**config.mk**
```make
export PLATFORM = sky130hd
export DESIGN_NAME = crop_frame_ctrl
export DESIGN_NICKNAME = d
export VERILOG_FILES = /design/src/rtl/crop_frame_ctrl_pkg.sv /design/src/rtl/crop_frame_ctrl_raster_counter.sv /design/src/rtl/crop_frame_ctrl.sv
export SDC_FILE = /design/constraint.sdc
export NUM_CORES = 1
export LEC_CHECK = 0
export BUFFER_PORTS_ARGS = -buffer_cell sky130_fd_sc_hd__buf_2
export CAP_MARGIN = 25
export CORE_MARGIN = 1
export CORE_UTILIZATION = 40
export DETAILED_ROUTE_END_ITERATION = 6
export PLACE_DENSITY_LB_ADDON = 0.3
export SLEW_MARGIN = 20
export SYNTH_ARGS = -nofsm -noshare
export SYNTH_HDL_FRONTEND = slang
export SYNTH_SLANG_ARGS = --single-unit
export TNS_END_PERCENT = 50
```
**constraint.sdc**
```tcl
create_clock -name clk -period 1.73 [get_ports clk]
set_input_delay 0.0865 -clock clk [delete_from_list [all_inputs] [get_ports clk]]
set_output_delay 0.0865 -clock clk [all_outputs]
set_load 0.01 [all_outputs]
```
**src/rtl/crop_frame_ctrl_pkg.sv**
```systemverilog
// Shared types and width helpers for the crop frame sequencer.
package crop_pkg;

  typedef enum logic [2:0] {
    IDLE,
    ARM,
    STREAM,
    DRAIN,
    DONE
  } crop_state_t;

  function automatic int unsigned col_width(input int unsigned in_cols);
    return (in_cols > 1) ? $clog2(in_cols) : 1;
  endfunction

  function automatic int unsigned row_width(input int unsigned in_rows);
    return (in_rows > 1) ? $clog2(in_rows) : 1;
  endfunction

endpackage

```
**src/rtl/crop_frame_ctrl_raster_counter.sv**
```systemverilog
// Column/row raster counter: advances on i_en, clears on i_clr, flags the
// last pixel of the frame.
module raster_counter
  import crop_pkg::*;
#(
  parameter int IN_ROWS = 20,
  parameter int IN_COLS = 20
) (
  input  logic                            clk,
  input  logic                            reset,
  input  logic                            i_en,
  input  logic                            i_clr,
  output logic [col_width(IN_COLS)-1:0]   o_col,
  output logic [row_width(IN_ROWS)-1:0]   o_row,
  output logic                            o_last
);

  localparam int CW = col_width(IN_COLS);
  localparam int RW = row_width(IN_ROWS);
  localparam logic [CW-1:0] COL_MAX = CW'(IN_COLS - 1);
  localparam logic [RW-1:0] ROW_MAX = RW'(IN_ROWS - 1);

  logic [CW-1:0] r_col;
  logic [RW-1:0] r_row;
  logic          w_col_end;
  logic          w_row_end;

  assign w_col_end = (r_col == COL_MAX);
  assign w_row_end = (r_row == ROW_MAX);

  // NOTE: sequential state uses non-blocking assignments so every register
  // samples the pre-edge values, independent of statement order.
  always_ff @(posedge clk or posedge reset) begin
    if (reset) begin
      r_col <= '0;
      r_row <= '0;
    end else if (i_clr) begin
      r_col <= '0;
      r_row <= '0;
    end else if (i_en) begin
      if (w_col_end) begin
        r_col <= '0;
        r_row <= w_row_end ? '0 : r_row + 1'b1;
      end else begin
        r_col <= r_col + 1'b1;
      end
    end
  end

  assign o_col  = r_col;
  assign o_row  = r_row;
  assign o_last = w_col_end & w_row_end;

endmodule

```
**src/rtl/crop_frame_ctrl.sv**
```systemverilog
// Frame sequencer for crop_filter: one frame at a time, shadowed crop origin,
// ap_start/ap_done handshake. Define CROP_WDOG_EN to add the DRAIN watchdog.
module crop_frame_ctrl
  import crop_pkg::*;
#(
  parameter int IN_ROWS  = 20,
  parameter int IN_COLS  = 20,
  parameter int OUT_ROWS = 10,
  parameter int OUT_COLS = 10
`ifdef CROP_WDOG_EN
  , parameter int WDOG_CYCLES = 4096
`endif
) (
  input  logic                          clk,
  input  logic                          reset,
  input  logic                          enable,
  input  logic                          cfg_valid,
  input  logic [col_width(IN_COLS)-1:0] cfg_x0,
  input  logic [row_width(IN_ROWS)-1:0] cfg_y0,
  input  logic                          up_tvalid,
  output logic                          up_tready,
  output logic                          cf_tvalid,
  input  logic                          cf_tready,
  output logic [col_width(IN_COLS)-1:0] cnt_col,
  output logic [row_width(IN_ROWS)-1:0] cnt_row,
  output logic [col_width(IN_COLS)-1:0] crop_x0,
  output logic [row_width(IN_ROWS)-1:0] crop_y0,
  output logic                          cf_ap_start,
  input  logic                          cf_ap_done,
  input  logic                          cf_ap_ready,
  output logic                          busy,
  output logic                          frame_done,
  output logic [15:0]                   frame_count,
  output logic                          cfg_clamped
`ifdef CROP_WDOG_EN
  , output logic                        wdog_err
`endif
);

  localparam int CW = col_width(IN_COLS);
  localparam int RW = row_width(IN_ROWS);
  localparam logic [CW-1:0] MAX_X0 = CW'(IN_COLS - OUT_COLS);
  localparam logic [RW-1:0] MAX_Y0 = RW'(IN_ROWS - OUT_ROWS);

  crop_state_t   r_state;
  logic [CW-1:0] r_shadow_x0;
  logic [RW-1:0] r_shadow_y0;
  logic [CW-1:0] r_crop_x0;
  logic [RW-1:0] r_crop_y0;
  logic          r_done_seen;
  logic          r_ap_start;
  logic          r_frame_done;
  logic [15:0]   r_frame_count;
  logic          r_cfg_clamped;

  logic          w_stream;
  logic          w_beat;
  logic          w_last;
  logic          w_start_ok;
  logic          w_done_now;
  logic          w_drain_exit;
  logic          w_x0_clamp;
  logic          w_y0_clamp;
  logic [CW-1:0] w_x0_sat;
  logic [RW-1:0] w_y0_sat;
  logic [CW-1:0] w_shadow_x0_nxt;
  logic [RW-1:0] w_shadow_y0_nxt;

  assign w_stream   = (r_state == STREAM);
  assign w_beat     = up_tvalid & cf_tready & w_stream;
  assign w_start_ok = enable & cf_ap_ready;
  assign w_done_now = r_done_seen | cf_ap_done;

  // NOTE: every always_comb output gets a value on every path, so no latch
  // can be inferred.
  always_comb begin
    w_x0_clamp      = int'(cfg_x0) > (IN_COLS - OUT_COLS);
    w_y0_clamp      = int'(cfg_y0) > (IN_ROWS - OUT_ROWS);
    w_x0_sat        = w_x0_clamp ? MAX_X0 : cfg_x0;
    w_y0_sat        = w_y0_clamp ? MAX_Y0 : cfg_y0;
    // Value the shadow holds once this cycle's cfg_valid has landed.
    w_shadow_x0_nxt = cfg_valid ? w_x0_sat : r_shadow_x0;
    w_shadow_y0_nxt = cfg_valid ? w_y0_sat : r_shadow_y0;
  end

  always_ff @(posedge clk or posedge reset) begin
    if (reset) begin
      r_shadow_x0   <= '0;
      r_shadow_y0   <= '0;
      r_cfg_clamped <= 1'b0;
    end else if (cfg_valid) begin
      r_shadow_x0 <= w_x0_sat;
      r_shadow_y0 <= w_y0_sat;
      if (w_x0_clamp || w_y0_clamp) r_cfg_clamped <= 1'b1;
    end
  end

`ifdef CROP_WDOG_EN
  localparam int WW = $clog2(WDOG_CYCLES) + 1;
  logic [WW-1:0] r_wdog_cnt;
  logic          r_wdog_err;
  logic          w_wdog_hit;

  assign w_wdog_hit   = (r_wdog_cnt == WW'(WDOG_CYCLES - 1));
  assign w_drain_exit = w_done_now | w_wdog_hit;
  assign wdog_err     = r_wdog_err;
`else
  assign w_drain_exit = w_done_now;
`endif

  always_ff @(posedge clk or posedge reset) begin
    if (reset) begin
      r_state       <= IDLE;
      r_crop_x0     <= '0;
      r_crop_y0     <= '0;
      r_done_seen   <= 1'b0;
      r_ap_start    <= 1'b0;
      r_frame_done  <= 1'b0;
      r_frame_count <= '0;
`ifdef CROP_WDOG_EN
      r_wdog_cnt    <= '0;
      r_wdog_err    <= 1'b0;
`endif
    end else begin
      r_ap_start   <= 1'b0;
      r_frame_done <= 1'b0;
      case (r_state)
        IDLE, DONE: begin
          if (w_start_ok) begin
            // Latch the origin on entry so it is visible during ARM itself.
            r_state    <= ARM;
            r_ap_start <= 1'b1;
            r_crop_x0  <= w_shadow_x0_nxt;
            r_crop_y0  <= w_shadow_y0_nxt;
          end else begin
            r_state <= IDLE;
          end
        end
        ARM: begin
          r_done_seen <= 1'b0;
`ifdef CROP_WDOG_EN
          r_wdog_cnt  <= '0;
`endif
          r_state     <= STREAM;
        end
        STREAM: begin
          if (cf_ap_done) r_done_seen <= 1'b1;
          if (w_beat && w_last) r_state <= DRAIN;
        end
        DRAIN: begin
`ifdef CROP_WDOG_EN
          r_wdog_cnt <= r_wdog_cnt + 1'b1;
          if (!w_done_now && w_wdog_hit) r_wdog_err <= 1'b1;
`endif
          if (w_drain_exit) begin
            r_state       <= DONE;
            r_frame_done  <= 1'b1;
            r_frame_count <= r_frame_count + 16'd1;
          end
        end
        default: r_state <= IDLE;
      endcase
    end
  end

  raster_counter #(
    .IN_ROWS (IN_ROWS),
    .IN_COLS (IN_COLS)
  ) u_raster (
    .clk    (clk),
    .reset  (reset),
    .i_en   (w_beat),
    .i_clr  (r_state == ARM),
    .o_col  (cnt_col),
    .o_row  (cnt_row),
    .o_last (w_last)
  );

  assign up_tready   = cf_tready & w_stream;
  assign cf_tvalid   = up_tvalid & w_stream;
  assign busy        = (r_state != IDLE);
  assign crop_x0     = r_crop_x0;
  assign crop_y0     = r_crop_y0;
  assign cf_ap_start = r_ap_start;
  assign frame_done  = r_frame_done;
  assign frame_count = r_frame_count;
  assign cfg_clamped = r_cfg_clamped;

endmodule

```
---- After elaboration in Yosys (flattened, before gate mapping) ----
Cells that the tools add are included.
operators by class
  add/sub/neg operators ................... 3
  multipliers ............................. 0
  divide/modulo/power cells ............... 0
  $lt $le $gt $ge ......................... 2
  equal/unequal tests ..................... 9
  shift-type cells ........................ 0
  multiplexer cells ....................... 21
  bitwise logic cells ..................... 7
  reduce and logical (&&, ||, !) cells .... 14
operators by type and width
  operator                                                        count
  2-to-1 mux 5 bit                                                11
  adder 16 x 1 -> 16 bit (second input constant)                  1
  one-hot mux 3 bit (4 select lines)                              1
  AND reduction 2 bit                                             6
  adder 5 x 1 -> 5 bit (second input constant)                    2
  == test 5 bit (second input constant)                           2
  greater-than comparator 5 x 4 -> 1 bit (second input constant)  2
  bitwise AND 1 bit                                               6
  == test 3 x 2 -> 1 bit (second input constant)                  2
  2-to-1 mux 1 bit                                                6
  2-to-1 mux 3 bit                                                2
  nonzero test 2 bit                                              3
  inequality test 2 bit (second input constant)                   2
  == test 3 x 1 -> 1 bit (second input constant)                  1
  == test 3 bit (second input constant)                           1
  zero test 3 bit                                                 1
  nonzero test 3 bit                                              1
  inequality test 2 x 1 -> 1 bit (second input constant)          1
  one-hot mux 1 bit (2 select lines)                              1
  OR reduction 2 bit                                              1
  logical AND 1 bit                                               1
  logical OR 1 bit                                                1
  bitwise OR 1 bit                                                1
storage, ports and cells
  register bits after elaboration ......... 53
  latch bits .............................. 0
  memory bits (writable) .................. 0
  ROM bits ................................ 0
  input port bits ......................... 18
  output and inout bits ................... 42
  logic and storage cells ................. 68
  memories ................................ 0

---- Depth between registers and ports, before layout ----
Gate-level depths: netlist (run 1).
  depth after elaboration ................. 5
  mapped depth ............................ 6
  gate-level depth less buffers ........... 5

---- Modules after synthesis ----
Synthesis (run 1) repeated with hierarchy kept, for this count alone.
second synthesis, totals
  cells, all modules ...................... 213
  area, all modules ....................... 2446.1 um^2
modules (own cells, without submodules)
  module           instances  cells each  area each (um^2)  sequential area each (um^2)
  crop_frame_ctrl  1          153         1860.5            1076.0
  raster_counter   1          60          585.6             250.2

---- Worst setup path before layout (run 1) ----
Ideal clock, no wire load.
  path type ............................... reg2reg
  start ................................... register u_raster.r_col[0], in the netlist u_raster.o_col[0]
  end ..................................... register u_raster.r_row[0], in the netlist u_raster.o_row[0]
  library setup time ...................... 0.078 ns
  data arrival time ....................... 1.444 ns
  required time ........................... 1.652 ns
  path slack .............................. 0.208 ns
  cell stages (with the launch flop) ...... 6
  path buffers ............................ 0
  period minus slack after synthesis ...... 1.522 ns
  path through ............................ dfrtp_1 > ha_1 > and4bb_2 > nand3_2 > or3_1 > a21oi_1
on the way
  cells in the longest elaborated chain, start to end .. 3
RTL lines
  element                               RTL line                              source
  start, declared                       crop_frame_ctrl_raster_counter.sv:23  logic [CW-1:0] r_col;
  start signal, assigned                crop_frame_ctrl_raster_counter.sv:45  r_col <= r_col + 1'b1;
  == test 5 bit                         crop_frame_ctrl_raster_counter.sv:28  assign w_col_end = (r_col == COL_MAX);
  nonzero test 2 bit (no source line)   --
  AND reduction 2 bit (no source line)  --
  end signal, assigned                  crop_frame_ctrl_raster_counter.sv:43  r_row <= w_row_end ? '0 : r_row + 1'b1;
  end, declared                         crop_frame_ctrl_raster_counter.sv:24  logic [RW-1:0] r_row;
Every way passes these cells.
A chain may end at the register's enable or synchronous reset.

---- Worst setup path after layout (run 1) ----
  start ................................... register r_state[2]
  end ..................................... register r_frame_count[13], in the netlist frame_count[13]
on the way
  cells in the longest elaborated chain, start to end .. 2
RTL lines
  element                               RTL line                source
  start, declared                       crop_frame_ctrl.sv:45   crop_state_t r_state;
  start signal, assigned                crop_frame_ctrl.sv:113  r_state <= IDLE;
  start signal, assigned                crop_frame_ctrl.sv:131  r_state <= ARM;
  start signal, assigned                crop_frame_ctrl.sv:136  r_state <= IDLE;
  == test 3 x 2 -> 1 bit                crop_frame_ctrl.sv:127  case (r_state)
  AND reduction 2 bit (no source line)  --
  end signal, assigned                  crop_frame_ctrl.sv:158  r_frame_count <= r_frame_count + 16'd1;
  end, declared                         crop_frame_ctrl.sv:53   logic [15:0] r_frame_count;
Every way passes these cells.

==> flow_metrics.tcl, run 1 <==
set metrics [dict create \
    status "finished clean" \
    grt_usage 0.154 \
    coreArea_um2 5640 \
    final_common_cell "buf_2" \
    dominantRegCellSynth "dfrtp_1" \
    clock_latency_ns 0.32 \
    yosysSeqAreaShare 0.553 \
    fmax_ghz 0.614 \
    overflow 0 \
    postRouteAntennaNets 0 \
    yosysUniqueCellTypes 42 \
    p_int_uw 2220 \
    fin_crit_ns 1.63 \
    cts_buffers 5 \
    worstHoldPathType "in2reg" \
    worstSetupStartpointType "flip-flop" \
    final-setup-viol-count 0 \
    rsz0062_at_grt "no" \
    via_count 1743 \
    grt_pass1_wl_mm 7.52 \
    gp_congestion 0.726 \
    io_buffers 59 \
    ios 60 \
    clock_skew_ns 0.0105 \
    p_comb_frac 0.281 \
    setup_tns_ns 0 \
    tritoncts "built" \
    syn-mean-instance-area_um2 11.3 \
    dp_hpwl_mm 3.33 \
    clk_pin_slew_ns 0.10 \
    finalCritPeriodShare 0.941 \
    worst_pin_slew_ns 0.489 \
    dpl_cell_area_um2 2790 \
    grt_pass1_vias 1641 \
    die_x_um 79.4 \
    ys_seq_elements 53 \
    crit_type "reg2reg" \
    yosysWarnings 0 \
    powerDensity_nw_per_um2 1170 \
    endpoint_kind "flip-flop" \
    hold_viol_final 0 \
    clockBufferDepth 2 \
    yosys.area.top_type "dfrtp_1" \
    clock-sinks 53 \
    fin_nets 298 \
    slew_viol_final 0 \
    ys_top_cells_by_area "dfrtp_1 55%, mux2_2 5.2%, nor2_1 3.3%" \
    antenna_found_initial 0 \
    initial_core_util 0.425 \
    cap_violations 0 \
    p_leak_uw 0.00142 \
    yosys.area.top_type_share 0.553 \
    layout-drive-gt1-share 0.342 \
    antenna_cells 0 \
    design_area_um2 2900 \
    htree_levels 2 \
    routed_via_density 4.98 \
    die_h_um 79.4 \
    cp_slowest_cell "or3_1" \
    dr.pass1.iters 4 \
    clock_power_share 0.215 \
    rows 27 \
    p_sw_frac 0.346 \
    fin_util 0.513 \
    final_cell_mix "59 x buf_2, 53 x dfrtp_1, 21 x nor2_1" \
    async_flop_share 1.00 \
    grt_start_max_net_pins 37 \
    crit_fanout 7 \
    crit_family "simple AND/OR/NAND/NOR gates" \
    worstPathRequired_ns 1.97 \
    syn_area_um2 2400 \
    route.detailed.drc 0 \
    path_buf_inv 0 \
    root_buffer "clkbuf_8" \
    max_slew_margin 0.670 \
    wl_per_cell_um 13.2 \
    synthCells 212 \
    synthToLayoutAreaGrowth_pct 20.8 \
    crit_chain "nand2b_4, or3_1, nor3_2, xor2_1" \
    max-vdd-ir-drop_mv 0.496 \
    seq_power_share 0.504 \
    synth_enable_flop_cells 0 \
    cts_resized 0 \
    fp.dieArea_um2 6310 \
    slowest_delay_ns 0.51 \
    power_switching_uw 1180 \
    drt_iter0_drc 62 \
    syn_nets 233 \
    arrival_ns 1.87 \
    routed_wl_mm 4.62 \
]
-- per-layer routing --
metal	global-route usage	up-vias	routed length, um
met4	0.0545	0	68
met2	0.241	45	2050
met3	0.0423	6	274
met1	0.205	822	2220
li1	-	870	-
met5	0	-	0
-- stage by stage --
step / std cells / total power [uW] / setup slack (ns) / hold WS [ns]
2_1_floorplan: 212 / 2320 / 0.208 / 0.233
3_3_place_gp: 341 / 2690 / 0.171 / 0.0976
4_1_cts: 350 / 3450 / 0.0926 / 0.0190
6_report: 350 / 3400 / 0.102 / 0.0243
3_5_place_dp: 341 / 2710 / 0.0976 / 0.111
5_1_grt: 350 / 3620 / 0.0247 / 0.0165
-- state kept, by name (all words and copies together) (netlist names) --
| signal | cells |
|---|---|
| crop_y0 | 5 |
| frame_count | 16 |
| u_raster.o_row | 5 |
| frame_done | 1 |
| u_raster.o_col | 5 |
| crop_x0 | 5 |
| cfg_clamped | 1 |
| r_state | 3 |
| cf_ap_start | 1 |
| r_shadow_x0 | 5 |
| r_shadow_y0 | 5 |
| r_done_seen | 1 |
-- cells by family after synthesis --
logic type	Yosys count	synth area share
buffers and inverters	15	0.0282
adders and majority gates	3	0.0157
DFF	53	0.553
AOI/OAI and AO/OA	23	0.0595
xor gates and xnor gates	17	0.0621
muxes	16	0.0725
and+or+nand+nor	85	0.209
-- power by group through the flow --
stage / Combinational [uW] / Clock (uW) / Sequential, uW
2_1_floorplan: 547 / 0 / 1770
3_5_place_dp: 970 / 0 / 1740
4_1_cts: 972 / 757 / 1720
3_3_place_gp: 960 / 0 / 1730
6_report: 956 / 730 / 1710
5_1_grt: 1060 / 794 / 1760
-- cell usage after synthesis, types with 2 or more instances --
cell type and n:
dfrtp_1 53, nor2_1 21, nand2_1 15, mux2_2 11
xnor2_1 9, inv_1 8, nand3_1 8, xor2_1 8
a21oi_1 7, nand4_1 7, mux2i_1 5, a31oi_1 4
nand3b_1 4, nor2b_1 4, nor3_2 4, or3_1 4
a21o_1 3, buf_2 3, ha_1 3, o21ai_0 3
a31o_2 2, and2_1 2, and3_1 2, buf_4 2
nand3_2 2, nor3_1 2
-- path summary, 6_finish.rpt --
check | start | endpoint | slack (ns) | depth (start not counted)
worst min register to register | cfg_clamped | cfg_clamped | 0.47 | 1
max in group asynchronous | reset | r_state[2] | 0.90 | 4
worst min-delay path | cfg_x0[0] | r_shadow_x0[0] | 0.02 | 2
min in group asynchronous | reset | frame_count[13] | 0.31 | 3
worst max register to register | r_state[2] | frame_count[13] | 0.10 | 4
worst max-delay path | r_state[2] | frame_count[13] | 0.10 | 4
-- repair_timing --
| action | 4_1_cts | 5_1_grt |
|---|---|---|
| buffers inserted | 0 | 0 |
| hold buffers | 1 | 0 |
| setup endpoints to repair | 0 | 0 |
| endpoints found under the hold margin | 17 | 0 |
-- layout make-up --
class / count / area (um2)
flip-flops and latches: 53 / 1330
repair buffers: 64 / 348
fillers: 539 / 2750
multi-input cells: 144 / 1000
clock buffers: 5 / 68.8
clock inverters: 3 / 25.0
inverters: 9 / 33.8
well taps: 72 / 90.1
-- worst register-to-register path, stage by stage (launching register included) --
cell and delay, ns:
dfrtp_1 0.45, nand2b_4 0.19, or3_1 0.51, nor3_2 0.26, xor2_1 0.17
No activity file was read; power rests on OpenSTA's default activity.
==> run 2, diff against run 1 <==
==> constraint.sdc (replaced) <==
create_clock -name clk -period 1.45 [get_ports clk]
set_input_delay 0.0725 -clock clk [delete_from_list [all_inputs] [get_ports clk]]
set_output_delay 0.0725 -clock clk [all_outputs]
set_load 0.01 [all_outputs]
==> run 2 against run 1 <==
Net effect: the run now ends with negative setup slack left; non-clock buffer count rose by 31; power rose by 33%; utilization rose by 5.5 points; first-iteration DRC count fell by 15%; setup slack got worse by 0.19 ns; sequential share of layout area fell by 4.4 points; via count rose by 8.2%; global-route usage rose by 1.8 points; critical endpoint is now u_raster.o_col[2]; highest routed layer unchanged.
==> flow_metrics.tcl, run 2 (same netlist as run 1, synthesis figures left out) <==
set metrics [dict create \
    register_area_um2 1330 \
    ios 60 \
    clockBufferDepth 2 \
    rsz0062_at_grt "yes" \
    rows 27 \
    multiInputGateArea_um2 1050 \
    status "complete, but fails checks" \
    seq_power_share 0.437 \
    routed_via_density 4.95 \
    overflow 0 \
    drt_iter0_drc 53 \
    finalCritPeriodShare 1.06 \
    coreArea_um2 5640 \
    antenna_cells 0 \
    worst_r2r_path_depth 4 \
    die_x_um 79.4 \
    postRouteAntennaNets 0 \
    final_cells 381 \
    endpoint_kind "flip-flop" \
    layout-drive-gt1-share 0.456 \
    htree_levels 2 \
    worstHoldPathType "in2reg" \
    grt_pass1_wl_mm 8.49 \
    grt_start_max_net_pins 54 \
    fp.dieArea_um2 6310 \
    fin_nets 329 \
    grt_usage 0.172 \
    setup_slack_ns -0.0902 \
    clk_pin_slew_ns 0.10 \
    design_area_um2 3210 \
    hold_viol_final 0 \
    dp_hpwl_mm 3.57 \
    initial_core_util 0.425 \
    root_buffer "clkbuf_8" \
    wl_per_cell_um 13.4 \
    crit_chain "and4bb_4, nand3_2, or3_1, a21oi_2" \
    cap_violations 0 \
    fmax_ghz 0.649 \
    setup_tns_ns -0.174 \
    violations "negative setup slack" \
    clock_latency_ns 0.30 \
    fill_cells 502 \
    p_sw_frac 0.335 \
    p_leak_uw 0.00159 \
    power_switching_uw 1510 \
    cts_buffers 5 \
    powerDensity_nw_per_um2 1410 \
    p_comb_frac 0.376 \
    tritoncts "built" \
    dr.pass1.iters 4 \
    via_count 1886 \
    crit_type "reg2reg" \
    max-vdd-ir-drop_mv 0.853 \
    die_h_um 79.4 \
    gp_congestion 0.788 \
    slew_viol_final 0 \
    io_buffers 59 \
    largest_reg_flops 16 \
    p_int_uw 3010 \
    crit_fanout 6 \
    worstPathRequired_ns 1.69 \
    worstSetupStartpointType "flip-flop" \
    slowest_delay_ns 0.47 \
    routed_wl_mm 5.09 \
    dp_cells 367 \
    synthToLayoutAreaGrowth_pct 33.8 \
    worst_pin_slew_ns 0.485 \
    dpl_cell_area_um2 2990 \
    grt_pass1_vias 1839 \
    max_slew_margin 0.674 \
    cp_slowest_cell "dfrtp_2" \
    clock-sinks 53 \
    fin_crit_ns 1.54 \
    final-setup-viol-count 5 \
    antenna_found_initial 0 \
    route.detailed.drc 0 \
    arrival_ns 1.78 \
    min_path_cells 2 \
    clock_power_share 0.187 \
    final_cell_mix "57 x buf_2, 51 x dfrtp_1, 29 x buf_4" \
    final_common_cell "buf_2" \
    clock_skew_ns 0.00580 \
]
[run 2: critical path, delay by kind of cell, from the launching register on]
family | cells | cell delay (ns)
DFF | 1 | 0.47
AOI/OAI and AO/OA | 1 | 0.14
and+or+nand+nor | 3 | 0.86
[run 2: metrics by stage]
stage,hold slack (ns),setup WS (ns),power (uW),utilization
after CTS,0.0150,-0.0287,4460,0.558
after global placement,0.143,-0.0298,3490,0.530
after detailed placement,0.144,-0.0753,3520,0.530
after global routing,0.0182,-0.132,4810,0.569
after floorplan,0.219,-0.0715,2770,-
final,0.0242,-0.0902,4520,0.569
[run 2: area by class of cell]
cell class                      instances  share of cell area
Clock buffer                            5              0.0214
Tap cell                               72              0.0281
Multi-Input combinational cell        144               0.328
Inverter                                9              0.0109
Sequential cell                        53               0.414
Timing Repair Buffer                   95               0.191
Clock inverter                          3             0.00663
[run 2: power groups by stage]
stage	Clock, uW	Combinational (uW)	Sequential [uW]
finish	845	1700	1980
CTS	884	1600	1970
global route	937	1860	2020
detailed placement	0	1530	1990
floorplan	0	652	2120
global placement	0	1500	1990
[run 2: repair_timing]
action,4_1_cts,5_1_grt
buffers inserted,4,1
pin swaps,5,8
hold endpoints to repair,53,0
hold buffers,1,0
endpoints found under the setup margin,24,26
resized for setup,10,14
[run 2: final timing paths]
| check | start | end | slack (ns) |
|---|---|---|---|
| setup / recovery | r_state[0] | u_raster.o_col[2] | -0.09 |
| hold / removal | cfg_x0[0] | r_shadow_x0[0] | 0.02 |
| setup reg to reg | r_state[0] | u_raster.o_col[2] | -0.09 |
| hold reg to reg | cfg_clamped | cfg_clamped | 0.47 |
| max in group asynchronous | reset | r_state[0] | 0.85 |
| min in group asynchronous | reset | u_raster.o_row[2] | 0.34 |
[run 2: metal layers]
layer	GRT usage	up-vias	routed length, um
met5	0	-	0
met4	0.0455	0	45
met3	0.0354	6	199
met2	0.281	46	2450
met1	0.233	909	2400
li1	-	925	-
==> run 3, diff against run 2 <==
--- a/config.mk
+++ b/config.mk
@@ -8,7 +8,7 @@
 export BUFFER_PORTS_ARGS = -buffer_cell sky130_fd_sc_hd__buf_2
 export CAP_MARGIN = 25
 export CORE_MARGIN = 1
-export CORE_UTILIZATION = 40
+export CORE_UTILIZATION = 45
 export DETAILED_ROUTE_END_ITERATION = 6
 export PLACE_DENSITY_LB_ADDON = 0.3
 export SLEW_MARGIN = 20
==> run 3 against run 2 <==
Net effect: the run still ends with negative setup slack left; sequential cell count did not move; first-iteration DRC count rose by 51%; highest routed layer unchanged; register-to-register slack barely moved; critical path type unchanged.
==> flow_metrics.tcl, run 3 (same netlist as run 1, synthesis figures left out) <==
set metrics [dict create \
    drt_iter0_drc 80 \
    worstHoldPathType "in2reg" \
    cp-startpoint "r_state[2]" \
    design_area_um2 3230 \
    worst_pin_slew_ns 0.487 \
    crit_type "reg2reg" \
    grt_pass1_wl_mm 7.85 \
    crit_fanout 4 \
    routed_via_density 4.94 \
    hold_viol_final 0 \
    powerDensity_nw_per_um2 1480 \
    holdCritStartpoint "cfg_x0[1]" \
    largest_reg_flops 16 \
    dp_hpwl_mm 3.46 \
    status "complete, but fails checks" \
    clock-sinks 53 \
    cap_violations 0 \
    postRouteAntennaNets 0 \
    initial_core_util 0.470 \
    rows 26 \
    fin_nets 328 \
    wl_met3_um 219 \
    dr.pass1.iters 3 \
    grt_usage 0.187 \
    finalCritPeriodShare 1.07 \
    cts_buffers 5 \
    grt_start_max_net_pins 54 \
    fp.dieArea_um2 5630 \
    tritoncts "built" \
    final_cell_mix "58 x buf_2, 52 x dfrtp_1, 30 x buf_4" \
    p_leak_uw 0.00165 \
    worstPathRequired_ns 1.64 \
    clk_pin_slew_ns 0.09 \
    highest_layer "met4" \
    worstSetupStartpointType "flip-flop" \
    max-vdd-ir-drop_mv 0.736 \
    fmax_ghz 0.646 \
    fin_crit_ns 1.55 \
    rsz0062_at_grt "yes" \
    clock_skew_ns 0.00452 \
    arrival_ns 1.74 \
    root_buffer "clkbuf_8" \
    grt_pass1_vias 1779 \
    endpoint_kind "flip-flop" \
    wl_per_cell_um 12.7 \
    slew_viol_final 0 \
    clock_latency_ns 0.30 \
    violations "negative setup slack" \
    routed_wl_mm 4.79 \
    reg2reg_from "r_state[2]" \
    antenna_cells 0 \
    dpl_cell_area_um2 2990 \
    coreArea_um2 5110 \
    via_count 1868 \
    final-setup-viol-count 13 \
    setup_slack_ns -0.0991 \
    ios 60 \
    synthToLayoutAreaGrowth_pct 34.6 \
    wl_met2_mm 2.32 \
    die_x_um 75.0 \
    htree_levels 2 \
    dp_cells 365 \
    die_h_um 75.0 \
    wl_met1_mm 2.20 \
    io_buffers 59 \
    clockBufferDepth 2 \
    min_path_cells 3 \
    power_uw 4780 \
    layout-drive-gt1-share 0.432 \
    max_slew_margin 0.673 \
    final_common_cell "buf_2" \
    gp_congestion 0.757 \
    antenna_found_initial 0 \
    route.detailed.drc 0 \
    final_cells 378 \
    overflow 0 \
    worst_r2r_path_depth 5 \
]
[run 3: changes by cell type in the layout (fill, tap and decap cells not counted), moves of 2 or more]
cell	previous run	this run
nor3_2	6	2
bufinv_16	0	2
nor3_4	0	3
buf_6	7	4
[run 3: report_power, final]
group / internal (uW) / total, uW / leakage (uW) / switching (uW)
Sequential: 1760 / 1980 / 0.000662 / 212
Combinational: 864 / 1640 / 0.000918 / 778
Clock: 686 / 1170 / 0.0000681 / 481
[run 3: repair_timing]
item                       CTS  global route
setup buffers                3             1
hold endpoints to repair    53             0
setup endpoints to repair   23            32
hold buffers                 1             0
pin swaps                    7             4
gates resized for setup     12             5
[run 3: worst paths after layout]
check                                  end  slack, ns
max reg2reg                frame_count[14]       -0.1
min reg2reg                    cfg_clamped       0.46
min in group asynchronous   r_shadow_x0[0]       0.36
max                        frame_count[14]       -0.1
min                         r_shadow_x0[1]       0.03
max in group asynchronous  frame_count[10]       0.86
[run 3: cell type report]
class / instances / area [um2]
fillers: 430 / 1880
flip-flops and latches: 53 / 1330
multi-input cells: 144 / 1060
repair buffers: 94 / 591
well taps: 70 / 87.6
clock buffers: 5 / 68.8
clock inverters: 3 / 65.1
inverters: 9 / 33.8
[run 3: critical path, stage by stage, from the launching register on]
cell	delay (ns)
dfrtp_1	0.45
buf_6	0.15
nand4b_1	0.25
nor4_4	0.28
nand4_1	0.15
xnor2_1	0.15
[run 3: through the flow]
step                 util  hold slack [ns]  TNS, ns  setup slack [ns]
detailed placement  0.585            0.146   -0.325           -0.0754
CTS                 0.626           0.0235   -0.287           -0.0712
finish              0.632           0.0297   -0.431           -0.0991
floorplan               -            0.219   -0.107           -0.0715
global placement    0.585            0.142  -0.0573           -0.0248
global route        0.632           0.0350    -2.49            -0.207
[run 3: layer usage]
layer	vias up	track usage
met5	-	0
met4	0	0.0587
met3	5	0.0469
met2	37	0.303
met1	899	0.247
li1	927	-
